==> src/rtl/mbisr_repair_pkg.sv <==
// mbisr_repair_pkg: shared constants, slot/state types and repair-word packing
// for the MBISR repair analyzer (1024x22 memory, 2 spare rows).
package mbisr_repair_pkg;

   localparam int ADDR_W     = 10;
   localparam int NUM_SPARES = 2;
   localparam int SLOT_W     = ADDR_W + 1;
   localparam int REPAIR_W   = NUM_SPARES * SLOT_W;
   localparam int FAIL_CNT_W = 4;

   typedef struct packed {
      logic              en;
      logic [ADDR_W-1:0] addr;
   } repair_slot_t;

   typedef enum logic [1:0] {IDLE, ANALYZE, DONE} analyzer_state_e;

   // Repair register layout: {slot1_en, slot1_addr, slot0_en, slot0_addr}
   function automatic logic [REPAIR_W-1:0] pack_repair_word(input repair_slot_t slot1,
                                                            input repair_slot_t slot0);
      return {slot1, slot0};
   endfunction

endpackage

==> src/rtl/mbisr_repair_slot.sv <==
// mbisr_repair_slot: one spare-row slot register {en, addr} with a compare
// output used for duplicate detection. A disabled slot always holds address 0.
module mbisr_repair_slot
   import mbisr_repair_pkg::*;
(
   input  logic              CLK,
   input  logic              RSTB,
   input  logic              clear,
   input  logic              load,
   input  logic [SLOT_W-1:0] load_val,
   input  logic [ADDR_W-1:0] cmp_addr,
   output logic [SLOT_W-1:0] slot_q,
   output logic              match
);

   repair_slot_t slot_r;
   repair_slot_t slot_in;

   assign slot_in = load_val;

   // Slot register; address is forced to 0 whenever the enable is not set
   always_ff @(posedge CLK or negedge RSTB) begin
      if (!RSTB) begin
         slot_r <= '0;
      end else if (clear) begin
         slot_r <= '0;
      end else if (load) begin
         slot_r.en   <= slot_in.en;
         slot_r.addr <= slot_in.en ? slot_in.addr : '0;
      end
   end

   assign slot_q = slot_r;
   assign match  = slot_r.en && (slot_r.addr == cmp_addr);

endmodule

==> src/rtl/mbisr_repair_analyzer.sv <==
// mbisr_repair_analyzer: built-in repair analysis feeding the MBISR repair
// register D input. Allocates failing addresses to spare rows in slot0, slot1
// order and flags the memory unrepairable on a third distinct address.
// Optional macro MBISR_ANALYZER_PRELOAD_EN adds preload of a previous repair
// word (from the repair register Q) while in IDLE. A preload cycle ignores
// any simultaneous fail_valid / bist_done.
module mbisr_repair_analyzer
   import mbisr_repair_pkg::*;
(
   input  logic                  CLK,
   input  logic                  RSTB,
   input  logic                  clear,
   input  logic                  fail_valid,
   input  logic [ADDR_W-1:0]     fail_addr,
   input  logic                  bist_done,
`ifdef MBISR_ANALYZER_PRELOAD_EN
   input  logic                  preload_valid,
   input  logic [REPAIR_W-1:0]   preload_word,
`endif
   output logic [REPAIR_W-1:0]   repair_word,
   output logic                  unrepairable,
   output logic                  analysis_done,
   output logic [FAIL_CNT_W-1:0] fail_count
);

   analyzer_state_e state_q, state_d;

   logic [NUM_SPARES-1:0][SLOT_W-1:0] slot_q;
   logic [NUM_SPARES-1:0][SLOT_W-1:0] load_val;
   logic [NUM_SPARES-1:0]             load;
   logic [NUM_SPARES-1:0]             match;
   logic                              pre_ld;
   logic                              accept;
   logic                              fresh;
   logic                              overflow;
   repair_slot_t                      slot0, slot1;

   assign slot0 = slot_q[0];
   assign slot1 = slot_q[1];

`ifdef MBISR_ANALYZER_PRELOAD_EN
   assign pre_ld = preload_valid && (state_q == IDLE) && !clear;
`else
   assign pre_ld = 1'b0;
`endif

   // A failure is taken unless we are frozen, restarting or preloading
   assign accept   = fail_valid && !clear && !pre_ld && (state_q != DONE);
   assign fresh    = accept && !(|match);
   assign overflow = fresh && slot0.en && slot1.en;

   // Slot load selection: preload copies the old word, else priority allocation
   always_comb begin
      load     = '0;
      load_val = '0;
      for (int i = 0; i < NUM_SPARES; i++) begin
`ifdef MBISR_ANALYZER_PRELOAD_EN
         load_val[i] = pre_ld ? preload_word[i*SLOT_W +: SLOT_W] : {1'b1, fail_addr};
`else
         load_val[i] = {1'b1, fail_addr};
`endif
      end
      load[0] = pre_ld || (fresh && !slot0.en);
      load[1] = pre_ld || (fresh && slot0.en && !slot1.en);
   end

   for (genvar g = 0; g < NUM_SPARES; g++) begin : g_slot
      mbisr_repair_slot u_slot (
         .CLK      (CLK),
         .RSTB     (RSTB),
         .clear    (clear),
         .load     (load[g]),
         .load_val (load_val[g]),
         .cmp_addr (fail_addr),
         .slot_q   (slot_q[g]),
         .match    (match[g])
      );
   end

   // State register
   always_ff @(posedge CLK or negedge RSTB) begin
      if (!RSTB) state_q <= IDLE;
      else       state_q <= state_d;
   end

   // Next state; a bist_done in IDLE freezes immediately after that cycle's event
   always_comb begin
      state_d = state_q;
      if (clear) begin
         state_d = IDLE;
      end else begin
         case (state_q)
            IDLE: begin
               if (!pre_ld) begin
                  if (bist_done)       state_d = DONE;
                  else if (fail_valid) state_d = ANALYZE;
               end
            end
            ANALYZE: if (bist_done) state_d = DONE;
            DONE:    state_d = DONE;
            default: state_d = IDLE;
         endcase
      end
   end

   // Sticky unrepairable flag and saturating fail counter
   always_ff @(posedge CLK or negedge RSTB) begin
      if (!RSTB) begin
         unrepairable <= 1'b0;
         fail_count   <= '0;
      end else if (clear) begin
         unrepairable <= 1'b0;
         fail_count   <= '0;
      end else begin
         if (overflow) unrepairable <= 1'b1;
         if (accept && (fail_count != '1)) fail_count <= fail_count + 1'b1;
      end
   end

   assign repair_word   = pack_repair_word(slot1, slot0);
   assign analysis_done = (state_q == DONE);

endmodule
==> config.mk <==
export PLATFORM = sky130hd
export DESIGN_NAME = mbisr_repair_analyzer
export DESIGN_NICKNAME = d
export VERILOG_FILES = /design/src/rtl/mbisr_repair_pkg.sv /design/src/rtl/mbisr_repair_slot.sv /design/src/rtl/mbisr_repair_analyzer.sv
export SDC_FILE = /design/constraint.sdc
export NUM_CORES = 1
export LEC_CHECK = 0
export CORE_MARGIN = 1.5
export CORE_UTILIZATION = 48
export DETAILED_ROUTE_END_ITERATION = 16
export GPL_TIMING_DRIVEN = 0
export HOLD_SLACK_MARGIN = 0.05
export PLACE_DENSITY = 0.79
export RECOVER_POWER = 50
export SYNTH_ARGS = -nofsm -noshare
export SYNTH_HDL_FRONTEND = slang
export SYNTH_HIERARCHICAL = 1
export SYNTH_SLANG_ARGS = --single-unit
==> constraint.sdc <==
create_clock -name CLK -period 1.76 [get_ports CLK]
set_input_delay 0.44 -clock CLK [delete_from_list [all_inputs] [get_ports CLK]]
set_output_delay 0.44 -clock CLK [all_outputs]
set_load 0.05 [all_outputs]
## Word level (Yosys, flattened, before mapping)

Index checks and enable logic that the tools add are counted.

- $mul: 0
- Magnitude comparators: 0
- Bitwise operators: 0
- Add/sub/neg operators: 1
- Multiplexer cells: 13
- Divide/modulo/power cells: 0
- Reduce and logical (&&, ||, !) cells: 21
- Equality and inequality tests: 8
- Shifts and indexed selects: 0

Operators by type and width:

| kind | count |
|---|---|
| two-way mux 11 bit | 4 |
| equality test 10 bit | 2 |
| logical AND 1 bit | 10 |
| two-way mux 2 bit | 4 |
| two-way mux 4 bit | 2 |
| inequality test 4 bit (second input constant) | 2 |
| nonzero test 2 bit | 4 |
| case mux 2 bit (3 select lines) | 1 |
| adder 4 x 1 -> 4 bit (second input constant) | 1 |
| logical NOT 1 bit | 4 |
| inequality test 3 bit (second input constant) | 1 |
| equality test 2 x 1 -> 1 bit (second input constant) | 1 |
| equality test 2 bit (second input constant) | 1 |
| logical NOT 2 bit | 1 |
| two-way mux 1 bit | 2 |
| inequality test 2 bit (second input constant) | 1 |
| AND reduction 2 bit | 1 |
| OR reduction 2 bit | 1 |

- Flip-flop bits (word level): 29
- RAM bits: 0
- Latch bits: 0
- Logic and storage cells: 50
- Memories kept: 0
- Output and inout bits: 28
- Memory bits (read-only): 0

## Longest topological paths before layout

Gate-level depths: netlist of run 1.

- Word-level depth: 9
- Gate-level depth with buffers: 9
- Gate-level depth less buffers: 8

## Modules after synthesis

Netlist of run 1, hierarchy kept.

Modules (own cells, without submodules):

| module | cells each | times used | area an instance (um^2) |
|---|---|---|---|
| mbisr_repair_slot | 61 | 2 | 590.6 |
| mbisr_repair_analyzer | 46 | 1 | 442.9 |

## Worst setup path before layout of run 1

OpenSTA, ideal clock, no wires.

- Path kind: flip-flop to flip-flop
- Start point: register state_q[0]
- End point: register g_slot[1].u_slot.slot_r, in the netlist g_slot[1].u_slot/slot_q[0]
- Required time: 1.624 ns
- Stages on the path, launching flop included: 10
- Library setup time: 0.136 ns
- Period minus slack after synthesis: 1.909 ns
- Slack: -0.149 ns
- Arrival time: 1.773 ns
- Path buffers: 1
- Cell sequence: dfrtp_1 > inv_1 > ha_1 > nand2b_1 > nor4_2 > nand2_1 > nor2_1 > buf_4 > nand2b_1 > a21oi_1

- Cells in the longest elaborated chain, start to end: 6

Ends and longest elaborated chain:

| element | RTL line | text |
|---|---|---|
| start, declared | mbisr_repair_analyzer.sv:26 | `analyzer_state_e state_q, state_d;` |
| start signal, assigned | mbisr_repair_analyzer.sv:83 | `else state_q <= state_d;` |
| inequality test 2 bit | mbisr_repair_analyzer.sv:48 | `assign accept = fail_valid && !clear && !pre_ld && (state_q != DONE);` |
| logical AND 1 bit | mbisr_repair_analyzer.sv:48 |  |
| logical AND 1 bit | mbisr_repair_analyzer.sv:49 | `assign fresh = accept && !(\|match);` |
| logical AND 1 bit (2 in a row) | mbisr_repair_analyzer.sv:64 | `load[1] = pre_ld \|\| (fresh && slot0.en && !slot1.en);` |
| via load[1] | mbisr_repair_analyzer.sv:30 | `logic [NUM_SPARES-1:0] load;` |
| nonzero test 2 bit (no source line) | - |  |
| end, declared | mbisr_repair_slot.sv:16 | `repair_slot_t slot_r;` |

The timed path passes the listed nets, and every way through them passes these cells.
A chain may end at the register's enable or synchronous reset.

## Worst setup path after layout of run 1

- Start point: input fail_addr[0]
- End point: register g_slot[1].u_slot.slot_r, in the netlist g_slot[1].u_slot/slot_q[1]

- Cells in the longest elaborated chain, start to end: 8

Ends and longest elaborated chain:

| element | RTL line | text |
|---|---|---|
| start, declared | mbisr_repair_analyzer.sv:14 | `input logic [ADDR_W-1:0] fail_addr,` |
| equality test 10 bit | mbisr_repair_slot.sv:34 | `assign match = slot_r.en && (slot_r.addr == cmp_addr);` |
| logical AND 1 bit | mbisr_repair_slot.sv:34 |  |
| via match[0] | mbisr_repair_analyzer.sv:31 | `logic [NUM_SPARES-1:0] match;` |
| OR reduction 2 bit | mbisr_repair_analyzer.sv:49 |  |
| logical NOT 1 bit | mbisr_repair_analyzer.sv:49 |  |
| logical AND 1 bit | mbisr_repair_analyzer.sv:49 |  |
| logical AND 1 bit (2 in a row) | mbisr_repair_analyzer.sv:64 |  |
| via load[1] | mbisr_repair_analyzer.sv:30 |  |
| nonzero test 2 bit (no source line) | - |  |

The timed path passes the listed nets, and every way through them passes these cells.

==> out/results.txt, run 1 <==
Finished Cell Area -> 0.00240 sq mm
WL final -> 4.34 mm
largest net degree at the start of global routing -> 30
Worst Reg-to-Reg Cells -> 9
Worst Path Max Fanout -> 5
initial core utilization -> 51.9%
crit path from -> fail_addr[0]
GR Util met2 -> 44.7%
Port Buffer Count -> 42
wire per inst -> 15.8 um
die width -> 61.2 um
Tot GR Track Use -> 25.1%
part of the power in registers -> 47.4%
setup violators final -> 19
Seq/Total Area, Yosys -> 44.7%
Placed Cells -> 257
Clock Skew -> 0.00474 ns
DPL Wire Length -> 2.82 mm
non-filler cells, final -> 275
Fmax achieved -> 544 MHz
Int Pwr -> 1030 uW
CTS Buf Count -> 5
M1 GR Usage -> 29.5%
Mapped Cells -> 168
PwrDens -> 628 mW/mm^2
Crit path required time -> 1.95 ns
kind of end point of the critical path -> flop
Nets -> 251
RSZ-0062 raised after global routing -> true
layout cell share with drive strength beyond 1 -> 34.6%
failing checks -> setup timing
clock share of power -> 27.4%
R2R Setup Slk -> -0.07 ns
worst slew pin tran -> 0.731 ns
Synth top area share -> 44.7%
GRT overflow -> 0
placeable core area -> 0.00313 sq mm
Reg-to-Reg End -> g_slot[1].u_slot/slot_q[1]
Ys Warns -> 6
crit path to -> g_slot[1].u_slot/slot_q[1]
Cell Rows -> 20
worst min path class -> in -> async
initial DRC count -> 40
number of remaining DRC errors -> 0
number of global-route vias before repair -> 1474
WS Path Type -> in -> reg
initial antenna violation count -> 0
Vias/cell -> 5.33
Antenna Nets Post-Route -> 0
WP data arrival -> 2.03 ns
final slew viol count -> 0
# IOs -> 43
status -> finished with violations
Post-CTS Hold Fix Bufs -> 0
Async SR Flop Fraction -> 100%
Antenna diodes -> 0
clock sink count -> 29
worst relative slew slack -> 51.2%
Root Buffer -> clkbuf_4
synthesized area per cell -> 9.67 sq um
Worst setup SP type -> input port
Clock Latency Late Sink -> 0.33 ns
Synth cell types -> 27
Final Cycle Share -> 104%
register bit count reported by yosys -> 29
largest cells by area after synthesis -> dfrtp_1 (45%), xnor2_1 (11%), nand2b_1 (8.1%)
Combinational Power Share -> 25.2%
Max Buffers Root-to-Sink -> 2
fin crit period -> 1.84 ns
switching share of power -> 31.7%
hold_ws -> 0.151 ns
H-tree depth -> 2
setup tns final -> -0.717 ns
worst r2r src -> state_q[0]
total net switching power -> 478 uW
busiest grt layer -> met2
Die ar. -> 0.00374 sq mm
CTS tree -> yes
Post-Synthesis Cell Area -> 0.00162 sq mm
placed cell area -> 0.00214 sq mm
number of synthesized flops with an enable pin -> 0
Final Hold Viols -> 0
Layout area overhead -> 47.9%
Die Ht -> 61.2 um
gp weighted congestion -> 0.766
Worst-path clk slew -> 0.09 ns
worst vdd ir -> 0.418 mV
post-synth top area cell -> dfrtp_1
maxcap violations -> 0
first-pass GRT wire length -> 6.78 mm
DRT Pass-1 Iters -> 4
Leak Pwr -> 0.000996 uW
grt met3 use -> 6.09%
DR vias -> 1467
top_reg_cell synth -> dfrtp_1
PnR worst setup slack -> -0.0786 ns
## critical path, cell delays in order
cell and delay (ns):
dlygate4sd2_1 0.32, xnor2_1 0.16, nand4_1 0.12, nor3_2 0.07
nor4_4 0.25, nand2_1 0.13, nor2_4 0.19, buf_6 0.15
nand2b_1 0.13, a21oi_2 0.07
## flip-flops by register name, indices dropped and copies added (netlist names)
| register | flops |
|---|---|
| g_slot.u_slot/slot_q | 22 |
| state_q | 2 |
| unrepairable | 1 |
| fail_count | 4 |
## kinds of logic (layout without fill, tap and decap cells)
family	Yosys count	count (layout)	synth area share (%)
AND/OR/NAND/NOR	65	65	23.3
AO/OA/AOI/OAI	32	32	11.2
flip-flops	29	29	44.7
XOR/XNOR	20	20	10.8
buffers and inverters	13	73	4.08
adder cells (fa/ha/maj)	5	5	3.85
multiplexers	3	3	1.85
other	1	4	0.231
## synthesized netlist by cell type (3+ instances only)
library cell / n
dfrtp_1: 29
nand3_1: 23
a21oi_1: 21
nand2b_1: 21
xnor2_1: 20
nor2_1: 6
ha_1: 5
buf_4: 4
inv_1: 4
nand4_1: 4
nor2b_1: 4
clkbuf_1: 3
mux2i_1: 3
nand3b_1: 3
o21ai_0: 3
## metal layers
metal / vias to the layer above / wire length [um] / share of wire [%]
met5: - / 0 / 0
met4: 0 / 115 / 2.7
li1: 696 / - / -
met2: 49 / 2190 / 50
met1: 712 / 1810 / 42
met3: 10 / 228 / 5.3
## worst min path at each step
stage                 startpoint                          to  slack, ns
floorplan                   RSTB               fail_count[0]       0.14
global placement    unrepairable                unrepairable       0.49
detailed placement  unrepairable                unrepairable       0.49
CTS                        clear  g_slot[1].u_slot/slot_q[4]       0.49
global route                RSTB  g_slot[1].u_slot/slot_q[8]       0.20
finish                      RSTB                  state_q[0]       0.15
## cells in the final DEF (no fill, tap or decap), types with 2 or more instances in the layout
cell and n:
o21ai_1 2, dfrtp_2 20, conb_1 4, xnor2_1 19, nand3_1 15, clkbuf_4 5
nand2b_4 4, clkbuf_1 3, dfrtp_1 9, ha_1 4, buf_4 7, clkdlybuf4s15_2 2
a21oi_2 7, dlygate4sd2_1 28, nor2b_1 3, nor2_1 5, nand3_2 8, nand2b_1 17
a21oi_1 14, o21ai_0 3, clkbuf_2 4, mux2i_1 3, inv_1 3, clkbuf_8 2
nand4_1 4, buf_6 8, buf_2 3, nand3b_1 3, clkdlybuf4s15_1 6
## power groups by stage
stage	registers (uW)	logic, uW	clock network (uW)
after CTS	715	368	426
after detailed placement	729	342	0
after global placement	727	333	0
final	715	381	413
after floorplan	785	153	0
after global routing	719	412	459
## per-stage QoR
step	power, uW	util (%)	setup WS, ns
floorplan	939	-	-0.0101
global placement	1060	68.5	-0.594
detailed placement	1070	68.5	-0.646
CTS	1510	74.8	-0.0784
global route	1590	76.8	-0.182
finish	1510	76.8	-0.0786
## cell type report
cell class                      count  area (sq um)
Timing Repair Buffer               53           460
Tap cell                           44          55.1
Sequential cell                    29           751
Clock buffer                        7          55.1
Inverter                            4          15.0
Multi-Input combinational cell    129           990
Fill cell                         231           726
Buffer                              9          76.3
## repair_timing
action                                  4_1_cts  5_1_grt
endpoints found under the setup margin       70       31
gates resized for setup                      77       25
setup buffers                                 4        3
pin swaps                                    15        5
gates cloned                                  4        0
Note: power is estimated with default switching activity, not from simulation.
==> run 2: changes to the inputs <==
SLEW_MARGIN = 5   (was not set)
clock period = 1.9 ns   (was 1.76 ns; I/O delays follow)
==> run 2 against run 1 <==
The run ends with capacitance limit, slew limit, setup timing left. Clock skew up 0.0068 ns. Critical path depth down 2. First-iteration DRC count up 110%. Clock power down 15%. Worst setup slack better by 0.033 ns. Total power down 8.7%. Sequential cell count unchanged. Sequential power down 7.1%. Die area unchanged. Clock-buffer cell count up 1. Design area up 1.0%. Final cell count down 1.5%.
==> out/results.txt, run 2 (synthesized netlist as in run 1, its figures left out) <==
status -> finished with violations
failing checks -> capacitance limit, slew limit, setup timing
worst relative slew slack -> -2.48%
Tot GR Track Use -> 23.6%
fin crit period -> 1.95 ns
DPL Wire Length -> 2.86 mm
Combinational Power Share -> 26.4%
Root Buffer -> clkbuf_4
WL final -> 4.55 mm
DRT Pass-1 Iters -> 4
FF+latch area -> 727 sq um
Final Cycle Share -> 102%
# IOs -> 43
kind of end point of the critical path -> flop
first-pass GRT wire length -> 6.42 mm
PwrDens -> 567 mW/mm^2
H-tree depth -> 2
Fmax achieved -> 514 MHz
RSZ-0062 raised after global routing -> true
WP data arrival -> 2.19 ns
Worst Reg-to-Reg Cells -> 8
Layout area overhead -> 49.5%
layout cell share with drive strength beyond 1 -> 29.5%
fill cell count -> 228
Die Ht -> 61.2 um
maxcap violations -> 1
worst min path class -> in -> reg
initial antenna violation count -> 0
final slew viol count -> 30
Cells on Worst Hold Path -> 2
Antenna diodes -> 0
Die ar. -> 0.00374 sq mm
Largest register FFs -> 22
DR vias -> 1485
Int Pwr -> 929 uW
CTS Buf Count -> 5
Crit path required time -> 2.14 ns
wire per inst -> 16.8 um
most frequent cells in the layout -> dlygate4sd2_1 (36), dfrtp_1 (28), xnor2_1 (20)
total net switching power -> 449 uW
initial core utilization -> 51.9%
Max Buffers Root-to-Sink -> 2
Clock Skew -> 0.0116 ns
Placed Cells -> 257
Finished Cell Area -> 0.00243 sq mm
placeable core area -> 0.00313 sq mm
setup violators final -> 13
worst slew pin tran -> 1.54 ns
Leak Pwr -> 0.00103 uW
GRT overflow -> 0
Worst Path Max Fanout -> 5
PnR worst setup slack -> -0.0456 ns
largest net degree at the start of global routing -> 30
part of the power in registers -> 48.2%
clock share of power -> 25.4%
number of remaining DRC errors -> 0
switching share of power -> 32.6%
Worst Hold Launch -> clear
worst r2r src -> state_q[1]
Clock Latency Late Sink -> 0.33 ns
WS Path Type -> in -> reg
Final Hold Viols -> 0
Worst-path clk slew -> 0.09 ns
placed cell area -> 0.00211 sq mm
initial DRC count -> 83
Cell Rows -> 20
worst vdd ir -> 0.543 mV
commonest non-fill, non-tap cell in the layout -> dlygate4sd2_1
crit path from -> fail_valid
number of global-route vias before repair -> 1389
clock sink count -> 29
Port Buffer Count -> 42
die width -> 61.2 um
Nets -> 246
CTS tree -> yes
Antenna Nets Post-Route -> 0
Worst setup SP type -> input port
gp weighted congestion -> 0.765
non-filler cells, final -> 271
Multi-input gate area -> 0.00108 sq mm
Vias/cell -> 5.48
-- run 2: metal layers --
metal | part of all wire [%] | global-route usage, %
met1 | 40 | 30.0
met2 | 53 | 38.4
met3 | 5.8 | 7.35
met4 | 1.3 | 7.76
met5 | 0 | 0
-- run 2: what timing repair did --
action                                  CTS  global route
endpoints found under the setup margin   50            23
pin swaps                                 1            21
gates cloned                              0             4
setup buffers                             2             0
resized for setup                        46            58
hold buffers                              0             0
-- run 2: layout make-up --
class / instances / area share (%)
timing repair buffer: 48 / 17.6
multi-input combinational: 129 / 44.4
clock buffer: 8 / 2.01
sequential: 29 / 29.9
tap: 44 / 2.27
buffer: 9 / 3.14
inverter: 4 / 0.619
-- run 2: path summary, 6_finish.rpt --
check / to / slack (ns)
max in group asynchronous: state_q[1] / 0.40
setup reg to reg: g_slot[1].u_slot/slot_q[2] / -0.02
min in group asynchronous: state_q[0] / 0.51
setup / recovery: g_slot[1].u_slot/slot_q[2] / -0.05
hold / removal: g_slot[1].u_slot/slot_q[4] / 0.46
hold reg to reg: fail_count[3] / 0.54
-- run 2: stage by stage --
step	power [uW]	setup TNS, ns	setup slack (ns)	utilization (%)	hold WS [ns]
2_1_floorplan	867	0	0.0128	-	0.179
3_3_place_gp	977	-13.32	-0.491	67.6	0.500
3_5_place_dp	989	-16.26	-0.584	67.6	0.504
4_1_cts	1330	0	0.0124	68.9	0.522
5_1_grt	1440	-1.93	-0.141	77.6	0.450
6_report	1380	-0.260	-0.0456	77.6	0.459
-- run 2: critical path, stage by stage --
cell and delay (ns):
clkdlybuf4s50_1 0.55, nand2b_4 0.09, nor4_4 0.35, nand2_2 0.11, nor2_4 0.21, buf_6 0.16, nand3_2 0.08, a21oi_2 0.15
-- run 2: power by group through the flow --
stage               Sequential [uW]  Combinational (uW)  Clock [uW]
global route                    668                 388         383
floorplan                       726                 141           0
CTS                             659                 310         360
finish                          664                 363         351
detailed placement              672                 317           0
global placement                670                 307           0
